$ cat src/rtl/gin_multicast_bus_if.sv
// gin_multicast_bus_if: source-side tagged-word handshake, scan load and PE-side enable/ready bus
interface gin_multicast_bus_if #(
  parameter int NUM_ROWS = 4,
  parameter int NUM_COLS = 4,
  parameter int ID_LEN = 4,
  parameter int DATA_BITWIDTH = 32
);
  logic set_info;
  logic [ID_LEN-1:0] scan_id;
  logic [ID_LEN-1:0] in_row_id;
  logic [ID_LEN-1:0] in_col_id;
  logic [DATA_BITWIDTH-1:0] in_data;
  logic in_enable;
  logic in_ready;
  logic [NUM_ROWS*NUM_COLS-1:0] pe_enable;
  logic [DATA_BITWIDTH-1:0] pe_data;
  logic [NUM_ROWS*NUM_COLS-1:0] pe_ready;
  logic busy;
  logic miss;
  modport master (
    output set_info, scan_id, in_row_id, in_col_id, in_data, in_enable, pe_ready,
    input in_ready, pe_enable, pe_data, busy, miss
  );
  modport slave (
    input set_info, scan_id, in_row_id, in_col_id, in_data, in_enable, pe_ready,
    output in_ready, pe_enable, pe_data, busy, miss
  );
endinterface

$ cat src/rtl/gin_multicast_bus.sv
// gin_multicast_bus: holds one tagged word and multicasts it atomically to every PE whose scanned IDs match
module gin_multicast_bus #(
  parameter int NUM_ROWS = 4,
  parameter int NUM_COLS = 4,
  parameter int ID_LEN = 4,
  parameter int DATA_BITWIDTH = 32
) (
  input logic clk,
  input logic rst,
  gin_multicast_bus_if.slave bus
);
  localparam int n = NUM_ROWS * NUM_COLS;
  localparam logic [ID_LEN-1:0] disabled_id = '1;
  logic [ID_LEN-1:0] row_id [NUM_ROWS];
  logic [ID_LEN-1:0] col_id [n];
  logic hold_valid, miss_q, fire, accept;
  logic [ID_LEN-1:0] hold_row, hold_col;
  logic [DATA_BITWIDTH-1:0] hold_data;
  logic [n-1:0] target;
  // an all-ones register never matches; equality then also excludes an all-ones tag
  for (genvar p = 0; p < n; p++) begin : g_match
    assign target[p] = hold_valid && row_id[p / NUM_COLS] == hold_row && col_id[p] == hold_col &&
                       row_id[p / NUM_COLS] != disabled_id && col_id[p] != disabled_id;
  end
  assign fire = hold_valid && (target & ~bus.pe_ready) == '0;
  assign accept = bus.in_enable && bus.in_ready;
  assign bus.in_ready = !bus.set_info && (!hold_valid || fire);
  assign bus.pe_enable = fire ? target : '0;
  assign bus.pe_data = hold_data;
  assign bus.busy = hold_valid;
  assign bus.miss = miss_q;
  always_ff @(posedge clk or negedge rst) begin
    if (!rst) begin
      for (int i = 0; i < NUM_ROWS; i++) row_id[i] <= disabled_id;
      for (int i = 0; i < n; i++) col_id[i] <= disabled_id;
      hold_valid <= 1'b0;
      hold_row <= '0;
      hold_col <= '0;
      hold_data <= '0;
      miss_q <= 1'b0;
    end else begin
      if (bus.set_info) begin
        for (int i = 0; i < NUM_ROWS - 1; i++) row_id[i] <= row_id[i + 1];
        row_id[NUM_ROWS - 1] <= col_id[0];
        for (int i = 0; i < n - 1; i++) col_id[i] <= col_id[i + 1];
        col_id[n - 1] <= bus.scan_id;
      end
      miss_q <= fire && target == '0;
      if (accept) begin
        hold_valid <= 1'b1;
        hold_row <= bus.in_row_id;
        hold_col <= bus.in_col_id;
        hold_data <= bus.in_data;
      end else if (fire) hold_valid <= 1'b0;
    end
  end
endmodule

$ cat src/flat_wrapper.sv
// flat-port wrapper written by rule: the top's interface ports become plain ports
module gin_multicast_bus_flat 
#(
  parameter int NUM_ROWS = 4,
  parameter int NUM_COLS = 4,
  parameter int ID_LEN = 4,
  parameter int DATA_BITWIDTH = 32
)
  (clk, rst, bus_set_info, bus_scan_id, bus_in_row_id, bus_in_col_id, bus_in_data, bus_in_enable, bus_pe_ready, bus_in_ready, bus_pe_enable, bus_pe_data, bus_busy, bus_miss);
  gin_multicast_bus_if #(.NUM_ROWS(NUM_ROWS), .NUM_COLS(NUM_COLS), .ID_LEN(ID_LEN), .DATA_BITWIDTH(DATA_BITWIDTH)) bus_i ();
  input logic clk;
  input logic rst;
  input wire logic [$bits(bus_i.set_info)-1:0] bus_set_info;
  input wire logic [$bits(bus_i.scan_id)-1:0] bus_scan_id;
  input wire logic [$bits(bus_i.in_row_id)-1:0] bus_in_row_id;
  input wire logic [$bits(bus_i.in_col_id)-1:0] bus_in_col_id;
  input wire logic [$bits(bus_i.in_data)-1:0] bus_in_data;
  input wire logic [$bits(bus_i.in_enable)-1:0] bus_in_enable;
  input wire logic [$bits(bus_i.pe_ready)-1:0] bus_pe_ready;
  output wire logic [$bits(bus_i.in_ready)-1:0] bus_in_ready;
  output wire logic [$bits(bus_i.pe_enable)-1:0] bus_pe_enable;
  output wire logic [$bits(bus_i.pe_data)-1:0] bus_pe_data;
  output wire logic [$bits(bus_i.busy)-1:0] bus_busy;
  output wire logic [$bits(bus_i.miss)-1:0] bus_miss;
  assign bus_i.set_info = bus_set_info;
  assign bus_i.scan_id = bus_scan_id;
  assign bus_i.in_row_id = bus_in_row_id;
  assign bus_i.in_col_id = bus_in_col_id;
  assign bus_i.in_data = bus_in_data;
  assign bus_i.in_enable = bus_in_enable;
  assign bus_i.pe_ready = bus_pe_ready;
  assign bus_in_ready = bus_i.in_ready;
  assign bus_pe_enable = bus_i.pe_enable;
  assign bus_pe_data = bus_i.pe_data;
  assign bus_busy = bus_i.busy;
  assign bus_miss = bus_i.miss;
  gin_multicast_bus #(.NUM_ROWS(NUM_ROWS), .NUM_COLS(NUM_COLS), .ID_LEN(ID_LEN), .DATA_BITWIDTH(DATA_BITWIDTH)) u_core (.clk(clk), .rst(rst), .bus(bus_i));
endmodule
$ cat config.mk
export PLATFORM = sky130hd
export DESIGN_NAME = gin_multicast_bus_flat
export DESIGN_NICKNAME = d
export VERILOG_FILES = /design/src/rtl/gin_multicast_bus_if.sv /design/src/rtl/gin_multicast_bus.sv /design/src/flat_wrapper.sv
export SDC_FILE = /design/constraint.sdc
export NUM_CORES = 1
export LEC_CHECK = 0
export CAP_MARGIN = 10
export CORE_UTILIZATION = 53
export DETAILED_ROUTE_END_ITERATION = 12
export HOLD_SLACK_MARGIN = 0.02
export MAX_ROUTING_LAYER = met4
export PLACE_DENSITY = 0.81
export SYNTH_ARGS = -nofsm -noshare
export SYNTH_HDL_FRONTEND = slang
export SYNTH_SLANG_ARGS = --single-unit
$ cat constraint.sdc
create_clock -name clk -period 3.85 [get_ports clk]
set_input_delay 0.77 -clock clk [delete_from_list [all_inputs] [get_ports clk]]
set_output_delay 0.77 -clock clk [all_outputs]
set_load 0.01 [all_outputs]
=== After elaboration in Yosys (flattened, before gate mapping) ===
Cells that the tools add are included.

* Eq/ne operators: 40
* Multiplexer cells: 3
* Bitwise gates (word level): 2
* Reduce and logical (&&, ||, !) cells: 62

{| class="wikitable"
|+ Operators with widths
! cell !! number
|-
| $eq 4x4->1 || 20
|-
| $ne 4x4->1 const B || 20
|-
| $logic_and 1x1->1 || 56
|-
| $logic_not 16->1 || 2
|-
| $and 16x16->16 || 1
|-
| $mux 16 || 1
|-
| $not 16->16 || 1
|-
| $logic_not 1->1 || 2
|-
| $mux 1 || 2
|-
| $reduce_bool 2->1 || 1
|-
| $logic_or 1x1->1 || 1
|}

* Bits in registers: 122
* Input port bits: 64
* Output and inout port bits: 51
* Logic and storage cells: 132

=== Longest topological paths before layout ===
Gate-level depths: netlist of the first run.

* Depth after elaboration: 12
* Gate-level depth with buffers: 11
* Gate-level depth less buffers: 7

=== Least setup slack after synthesis of the first run ===
No wires, ideal clock.

* Path type: flip-flop to output port
* Start point: reg u_core.hold_col[1]
* End point: out bus_pe_enable[11]
* Arrival time: 2596 ps
* Data required time: 3080 ps
* Slack: 484 ps
* Stages on the path, launching flop included: 11
* Buffers on the path: 3
* Cell sequence: dfrtp_1 buf_4 buf_6 xor2_1 nor3_1 a22oi_1 o22ai_1 or4b_4 or3_1 buf_2 nor4_1

* Word-level cells in the longest chain between the ends: 8
* Elaborated cells between the ends (all ways): 68
* Those cells by class: eq/ne: 16; mux: 1; bitwise: 1; reduce/logical: 50

{| class="wikitable"
|+ RTL lines
! item !! line !! text
|-
| start, declared || gin_multicast_bus.sv:17 || <nowiki>logic [ID_LEN-1:0] hold_row, hold_col;</nowiki>
|-
| start signal, assigned || gin_multicast_bus.sv:52 || <nowiki>hold_col <= bus.in_col_id;</nowiki>
|-
| $eq 4x4->1 || gin_multicast_bus.sv:22 || <nowiki>assign target[p] = hold_valid && row_id[p / NUM_COLS] == hold_row && col_id[p] == hold_col &&</nowiki>
|-
| $logic_and 1x1->1 (2 in series) || gin_multicast_bus.sv:22 ||
|-
| $logic_and 1x1->1 || gin_multicast_bus.sv:23 || <nowiki>row_id[p / NUM_COLS] != disabled_id && col_id[p] != disabled_id;</nowiki>
|-
| $and 16x16->16 || gin_multicast_bus.sv:25 || <nowiki>assign fire = hold_valid && (target & ~bus.pe_ready) == '0;</nowiki>
|-
| $logic_not 16->1 || gin_multicast_bus.sv:25 ||
|-
| $logic_and 1x1->1 || gin_multicast_bus.sv:25 ||
|-
| $mux 16 * || gin_multicast_bus.sv:28 || <nowiki>assign bus.pe_enable = fire ? target : '0;</nowiki>
|-
| end, declared || flat_wrapper.sv:21 || <nowiki>output wire logic [$bits(bus_i.pe_enable)-1:0] bus_pe_enable;</nowiki>
|}

Mark *: on every way between the ends. The rest lies on a longest branch, timed or not.

=== Worst setup path in the final report of the first run ===
* Start point: reg u_core.hold_col[0]
* End point: out bus_pe_enable[3]

The elaborated chain is that of the path after synthesis.

==> summary.txt, run 1 <==
Logic synthesis
  – Syn Area/Cell: 12.9 µm²
  – Post-synth EDFFs: 0
  – Synthesized cell area: 6110 µm²
  – Yosys warns: 0
  – Top cells by area, synth: dfstp_2 34%, mux2_2 21%, dfrtp_1 17%, xor2_1 9.7%, buf_6 1.8%
  – Post-synth cell types: 40
  – Mapped Nets: 539
  – Synth async-reset ratio: 100%
  – Synth top cells by count: 115 x mux2_2, 80 x dfstp_2, 68 x xor2_1, 42 x dfrtp_1, 20 x nor2_1
  – Mapped Cells: 475
  – Most frequent cell after synthesis: mux2_2
  – Seq cells post-synth: 122
  – Post-synth top area share: 34.4%
  – Cell taking the most area after synthesis: dfstp_2
  – Ys flop type: dfstp_2
  – Seq/Total Area, Yosys: 51.6%

Clock tree
  – Clk pin slew, worst setup/hold paths: 0.06 ns
  – Clk_lat worst skew: 0.42 ns
  – H-tree depth: 4
  – Max Root-Sink Buffers: 2
  – CTS buffer count: 17
  – CTS sink count: 122
  – Root Driver: clkbuf_16
  – CTS tree: built

Drt
  – DRC: 0
  – Drt pass-1 iters: 5
  – Total Wirelength: 17800 µm
  – Post-route ant nets: 0
  – Total number of vias: 4806
  – DR iter-0 viols: 294
  – Via density: 5.83
  – Wire length per cell: 21.6 µm

Power
  – PD cells: 707 nW/µm²
  – Tot Pwr: 6.26 mW
  – Leak: 3.64 nW
  – Peak supply drop: 0.000429 V

GRT
  – Antenna violations before repair: 0
  – First-pass GRT wire length: 26700 µm
  – Grt total ovfl: 0
  – GR Util All Layers: 31.4%
  – Vias in the first global route: 5093
  – Largest net degree at the start of global routing: 81

Die
  – Initial core utilization: 55.4%
  – Chip height: 109 µm
  – IO Count: 115
  – Core footprint: 11000 µm²
  – Row count: 38
  – Chip width: 109 µm
  – Die Area: 12000 µm²

Timing
  – Finish-stage setup viols: 15
  – Max Freq: 248 MHz
  – Slew Viols, Final: 0
  – Final WS setup: -0.181 ns
  – Worst slew pin tran: 1.04 ns
  – Final hold viol count: 0
  – Clock skew: 0.00967 ns
  – Period utilisation layout: 105%
  – Slew HR: 30.5%
  – Unrepaired setup endpoints after global routing: true
  – Final min period: 4.03 ns

Critical path
  – CP Launch Type: flop
  – CP endpoint kind: output port
  – FF-to-FF path depth: 13
  – CP arrival: 3.26 ns
  – Max Fanout on Critical Path: 8
  – CP required: 3.08 ns
  – R2R Setup Slk: 0.53 ns
  – Worst r2r dst: u_core.bus.pe_data[16]$_DFFE_PN0P_
  – Critical Setup Path Class: flop to output port
  – Worst r2r src: u_core.hold_col[0]$_DFFE_PN0P_

Status
  – Status: finished, violations left
  – Failing checks: negative setup slack

Placed design
  – Dpl cell area: 7750 µm²
  – Placed insts: 763
  – Gpl congestion: 0.897
  – Post-DP HPWL: 10600 µm
  – I/O Buffers: 114

Final layout
  – Combined area of the multi-input logic cells: 3020 µm²
  – Final-layout fill cell count: 594
  – Flip-flop and latch area: 3160 µm²
  – Antenna diodes: 0
  – Nets: 736
  – Design Area, Final: 8850 µm²
  – Fraction of layout cells with a size suffix above 1: 56.5%
  – Fin cells: 825
  – Area grow syn2layout: 44.7%

Hold path
  – Worst min path class: input pin to async pin

Flow run
  – Max Cap Viol: 0
worst max-delay path, cell delays in order (launching register included):
cell and delay (ns):
dfrtp_1 0.41, buf_12 0.18, buf_12 0.14, xor2_2 0.16
a311oi_2 0.07, nand4_1 0.22, o22ai_2 0.13, or4b_4 0.54
or3_4 0.44, buf_6 0.16, buf_6 0.13, nor3_2 0.10
buf_2 0.15
what timing repair did:
| action | CTS | global route |
|---|---|---|
| setup buffers | 21 | 8 |
| cloned | 1 | 0 |
| resized for setup | 84 | 45 |
| endpoints found under the setup margin | 17 | 17 |
| pin swaps | 9 | 9 |
| hold buffers | 0 | 0 |
final cells by class:
cell class / count / area share [%]
clock buffers: 21 / 5.32
clock inverters: 11 / 1.90
inverters: 2 / 0.0849
multi-input cells: 323 / 34.2
flip-flops and latches: 122 / 35.7
well taps: 140 / 1.98
repair buffers: 206 / 20.9
logic make-up (layout without fill, tap and decap cells):
logic type | after synthesis | in the layout | share of synthesized area (%)
multiplexers | 120 | 120 | 22.1
XOR/XNOR | 74 | 74 | 10.6
AO/OA/AOI/OAI | 34 | 34 | 4.07
flip-flops | 122 | 122 | 51.6
buffers and inverters | 31 | 240 | 3.46
AND/OR/NAND/NOR | 94 | 95 | 8.21
through the flow:
| step | TNS, ns | setup slack (ns) | hold WS (ns) | util [%] |
|---|---|---|---|---|
| 2_1_floorplan | 0 | 0.484 | 0.474 | - |
| 3_3_place_gp | -7.96 | -0.539 | 0.467 | 70.3 |
| 3_5_place_dp | -8.13 | -0.597 | 0.480 | 70.3 |
| 4_1_cts | -0.559 | -0.107 | 0.395 | 78.6 |
| 5_1_grt | -1.83 | -0.211 | 0.430 | 80.2 |
| 6_report | -1.43 | -0.181 | 0.394 | 80.2 |
metal layers:
| metal | GRT usage [%] | vias up | part of all wire, % | wire (µm) |
|---|---|---|---|---|
| met4 | 13.1 | 0 | 3.5 | 624 |
| met2 | 50.3 | 237 | 49 | 8770 |
| met1 | 37.2 | 2433 | 40 | 7070 |
| met5 | - | - | 0 | 0 |
| li1 | - | 2082 | - | - |
| met3 | 9.13 | 54 | 7.5 | 1340 |
registers in the layout, indices dropped and copies added (netlist names):
register,flops
u_core.bus.busy,1
u_core.bus.miss,1
u_core.bus.pe_data,32
u_core.col_id,64
u_core.hold_col,4
u_core.hold_row,4
u_core.row_id,16
power by group:
| part | internal (mW) | total (mW) | switching, mW |
|---|---|---|---|
| logic | 1.14 | 2.08 | 0.938 |
| clock network | 1.13 | 1.72 | 0.587 |
| registers | 1.98 | 2.46 | 0.479 |
| total | 4.25 | 6.26 | 2.00 |
how the worst max path moves through the flow:
stage | from | end | slack, ns | cells past startpoint
6_report | u_core.hold_col[0]$_DFFE_PN0P_ | bus_pe_enable[3] | -0.18 | 12
5_1_grt | u_core.hold_col[0]$_DFFE_PN0P_ | bus_pe_enable[3] | -0.21 | 12
4_1_cts | u_core.hold_col[3]$_DFFE_PN0P_ | bus_pe_enable[9] | -0.11 | 12
3_5_place_dp | bus_pe_ready[4] | bus_pe_enable[4] | -0.60 | 9
3_3_place_gp | bus_pe_ready[13] | bus_pe_enable[2] | -0.54 | 9
2_1_floorplan | u_core.hold_col[1]$_DFFE_PN0P_ | bus_pe_enable[11] | 0.48 | 10
cell usage in the layout (no fill, tap or decap), drive strengths merged, types with 4 or more instances in the layout:
cell           instances
or2                    5
dfrtp                 42
dfstp                 80
a311oi                 9
clkdlybuf4s50         95
nand2                 18
o21ai                  5
nor4                   7
nor2                  20
mux2                 120
nor3                  19
clkinv                 5
bufinv                 4
and3                   4
buf                  110
nand4                  9
clkbuf                22
a31oi                  5
xnor2                  6
xor2                  68
(Power assumes the default switching activity.)
==> run 2: changes to the inputs <==
- PLACE_DENSITY: 0.81 -> unset
- PLACE_DENSITY_LB_ADDON: unset -> 0.25
==> summary.txt, run 2 (same netlist as run 1, synthesis figures left out) <==
GRT
  – Met3 Use GR: 8.12%
  – Grt total ovfl: 0
  – Grt peak-use layer: met2
  – GR Util All Layers: 28.7%
  – Vias in the first global route: 4706
  – Met1 Use GR: 35.1%
  – First-pass GRT wire length: 24300 µm
  – Met2 Use GR: 44.0%
  – Antenna violations before repair: 0
  – Largest net degree at the start of global routing: 81

Clock tree
  – CTS buffer count: 17
  – Clk_lat worst skew: 0.43 ns
  – CTS tree: built
  – Clk pin slew, worst setup/hold paths: 0.06 ns
  – Max Root-Sink Buffers: 2
  – CTS sink count: 122
  – H-tree depth: 4
  – # hold bufs at CTS: 0
  – Root Driver: clkbuf_16

Die
  – Die Area: 12000 µm²
  – Chip width: 109 µm
  – Initial core utilization: 55.4%
  – Row count: 38
  – Core footprint: 11000 µm²
  – Chip height: 109 µm
  – IO Count: 115

Final layout
  – Largest register FFs: 64
  – Antenna diodes: 0
  – Fin cells: 805
  – Most common cell after layout, fill and taps aside: mux2_2
  – Final Util: 77.8%
  – Flip-flop and latch area: 3150 µm²
  – Fraction of layout cells with a size suffix above 1: 53.5%
  – Combined area of the multi-input logic cells: 3000 µm²
  – Nets: 716
  – Design Area, Final: 8580 µm²
  – Area grow syn2layout: 40.3%
  – Final-layout fill cell count: 676
  – Most frequent cells in the layout: 115 x mux2_2, 95 x clkdlybuf4s50_1, 80 x dfstp_2
  – Most flops, register: u_core.col_id

Timing
  – Clock skew: 0.0224 ns
  – Final hold viol count: 0
  – Worst slew pin tran: 1.03 ns
  – Unrepaired setup endpoints after global routing: true
  – Slew Viols, Final: 0
  – Max Freq: 255 MHz
  – Final WS setup: -0.0663 ns
  – Final min period: 3.92 ns
  – Period utilisation layout: 102%
  – Slew HR: 31.1%
  – Hold Worst Slack: 0.423 ns
  – Finish-stage setup viols: 12
  – Setup TNS: -0.492 ns

Drt
  – Via density: 5.58
  – Total number of vias: 4493
  – Wire length per cell: 19.3 µm
  – Post-route ant nets: 0
  – Total Wirelength: 15500 µm
  – Drt pass-1 iters: 4
  – DRC: 0
  – DR iter-0 viols: 193

Critical path
  – Critical Setup Path Class: flop to output port
  – CP arrival: 3.15 ns
  – CP max stage cell: dfstp_2
  – Max Fanout on Critical Path: 8
  – WP buf/inv: 3
  – CP peak stage delay: 0.57 ns
  – CP required: 3.08 ns
  – CP Launch Type: flop
  – CP endpoint kind: output port
  – Worst-path cell chain: xor2_1, nor4_1, buf_4, nand4_1, o22ai_1, or4b_4, or3_4, buf_6, nor3_1, buf_2
  – Top Family by Delay on Critical Path: simple AND/OR/NAND/NOR gates

Status
  – Failing checks: negative setup slack
  – Status: finished, violations left

Placed design
  – Placed insts: 766
  – I/O Buffers: 114
  – Gpl congestion: 0.912
  – Dpl cell area: 7760 µm²
  – Post-DP HPWL: 10700 µm

Hold path
  – Worst min path class: input pin to async pin

Flow run
  – Max Cap Viol: 0

Power
  – PD cells: 682 nW/µm²
  – Leak: 3.50 nW
  – Peak supply drop: 0.000524 V
-- run 2: changes by cell type in the layout (fill, tap and decap cells not counted), sizes merged --
cell / change
inv: +1
clkbuf: -2
buf: -20
dlygate4sd2: +1
bufinv: -3
and2: -1
clkinv: +3
clkinvlp: +1
-- run 2: final cells by class --
| type | instances | share of cell area [%] |
|---|---|---|
| Inverter | 2 | 0.0875 |
| Multi-Input combinational cell | 322 | 34.9 |
| Sequential cell | 122 | 36.7 |
| Timing Repair Buffer | 187 | 19.7 |
| Clock buffer | 19 | 5.05 |
| Clock inverter | 13 | 1.44 |
| Tap cell | 140 | 2.04 |
-- run 2: report_power, final --
part / switching, mW / total (mW) / leakage [nW] / internal [mW]
Clock: 0.580 / 1.47 / 0.263 / 0.889
Combinational: 0.852 / 1.95 / 1.91 / 1.10
Sequential: 0.462 / 2.44 / 1.33 / 1.98
-- run 2: repair_timing --
| action | CTS | global route |
|---|---|---|
| setup buffers | 3 | 4 |
| setup endpoints to repair | 17 | 17 |
| pin swaps | 7 | 9 |
| gates resized for setup | 82 | 30 |
-- run 2: path summary, 6_finish.rpt --
| kind | startpoint | end | slack [ns] | depth (start not counted) |
|---|---|---|---|---|
| setup / recovery | u_core.row_id[1]$_DFFE_PN1P_ | bus_pe_enable[4] | -0.07 | 10 |
| hold reg to reg | u_core.bus.pe_data[24]$_DFFE_PN0P_ | u_core.bus.pe_data[24]$_DFFE_PN0P_ | 0.50 | 1 |
| max in group asynchronous | rst | u_core.row_id[15]$_DFFE_PN1P_ | 2.61 | 2 |
| setup reg to reg | u_core.row_id[1]$_DFFE_PN1P_ | u_core.bus.pe_data[27]$_DFFE_PN0P_ | 0.79 | 10 |
| min in group clk | u_core.bus.pe_data[24]$_DFFE_PN0P_ | u_core.bus.pe_data[24]$_DFFE_PN0P_ | 0.50 | 1 |
| hold / removal | rst | u_core.bus.pe_data[26]$_DFFE_PN0P_ | 0.42 | 1 |
-- run 2: through the flow --
step           power (mW)  worst slack (ns)
2_1_floorplan        3.38             0.484
3_3_place_gp         4.08            -0.528
3_5_place_dp         4.16            -0.597
4_1_cts              5.78          -0.00273
5_1_grt              6.16            -0.123
6_report             5.85           -0.0663
-- run 2: metal layers --
metal	routed length, µm	part of all wire, %
met5	0	0
met4	388	2.5
met3	952	6.1
met2	7500	48
met1	6660	43
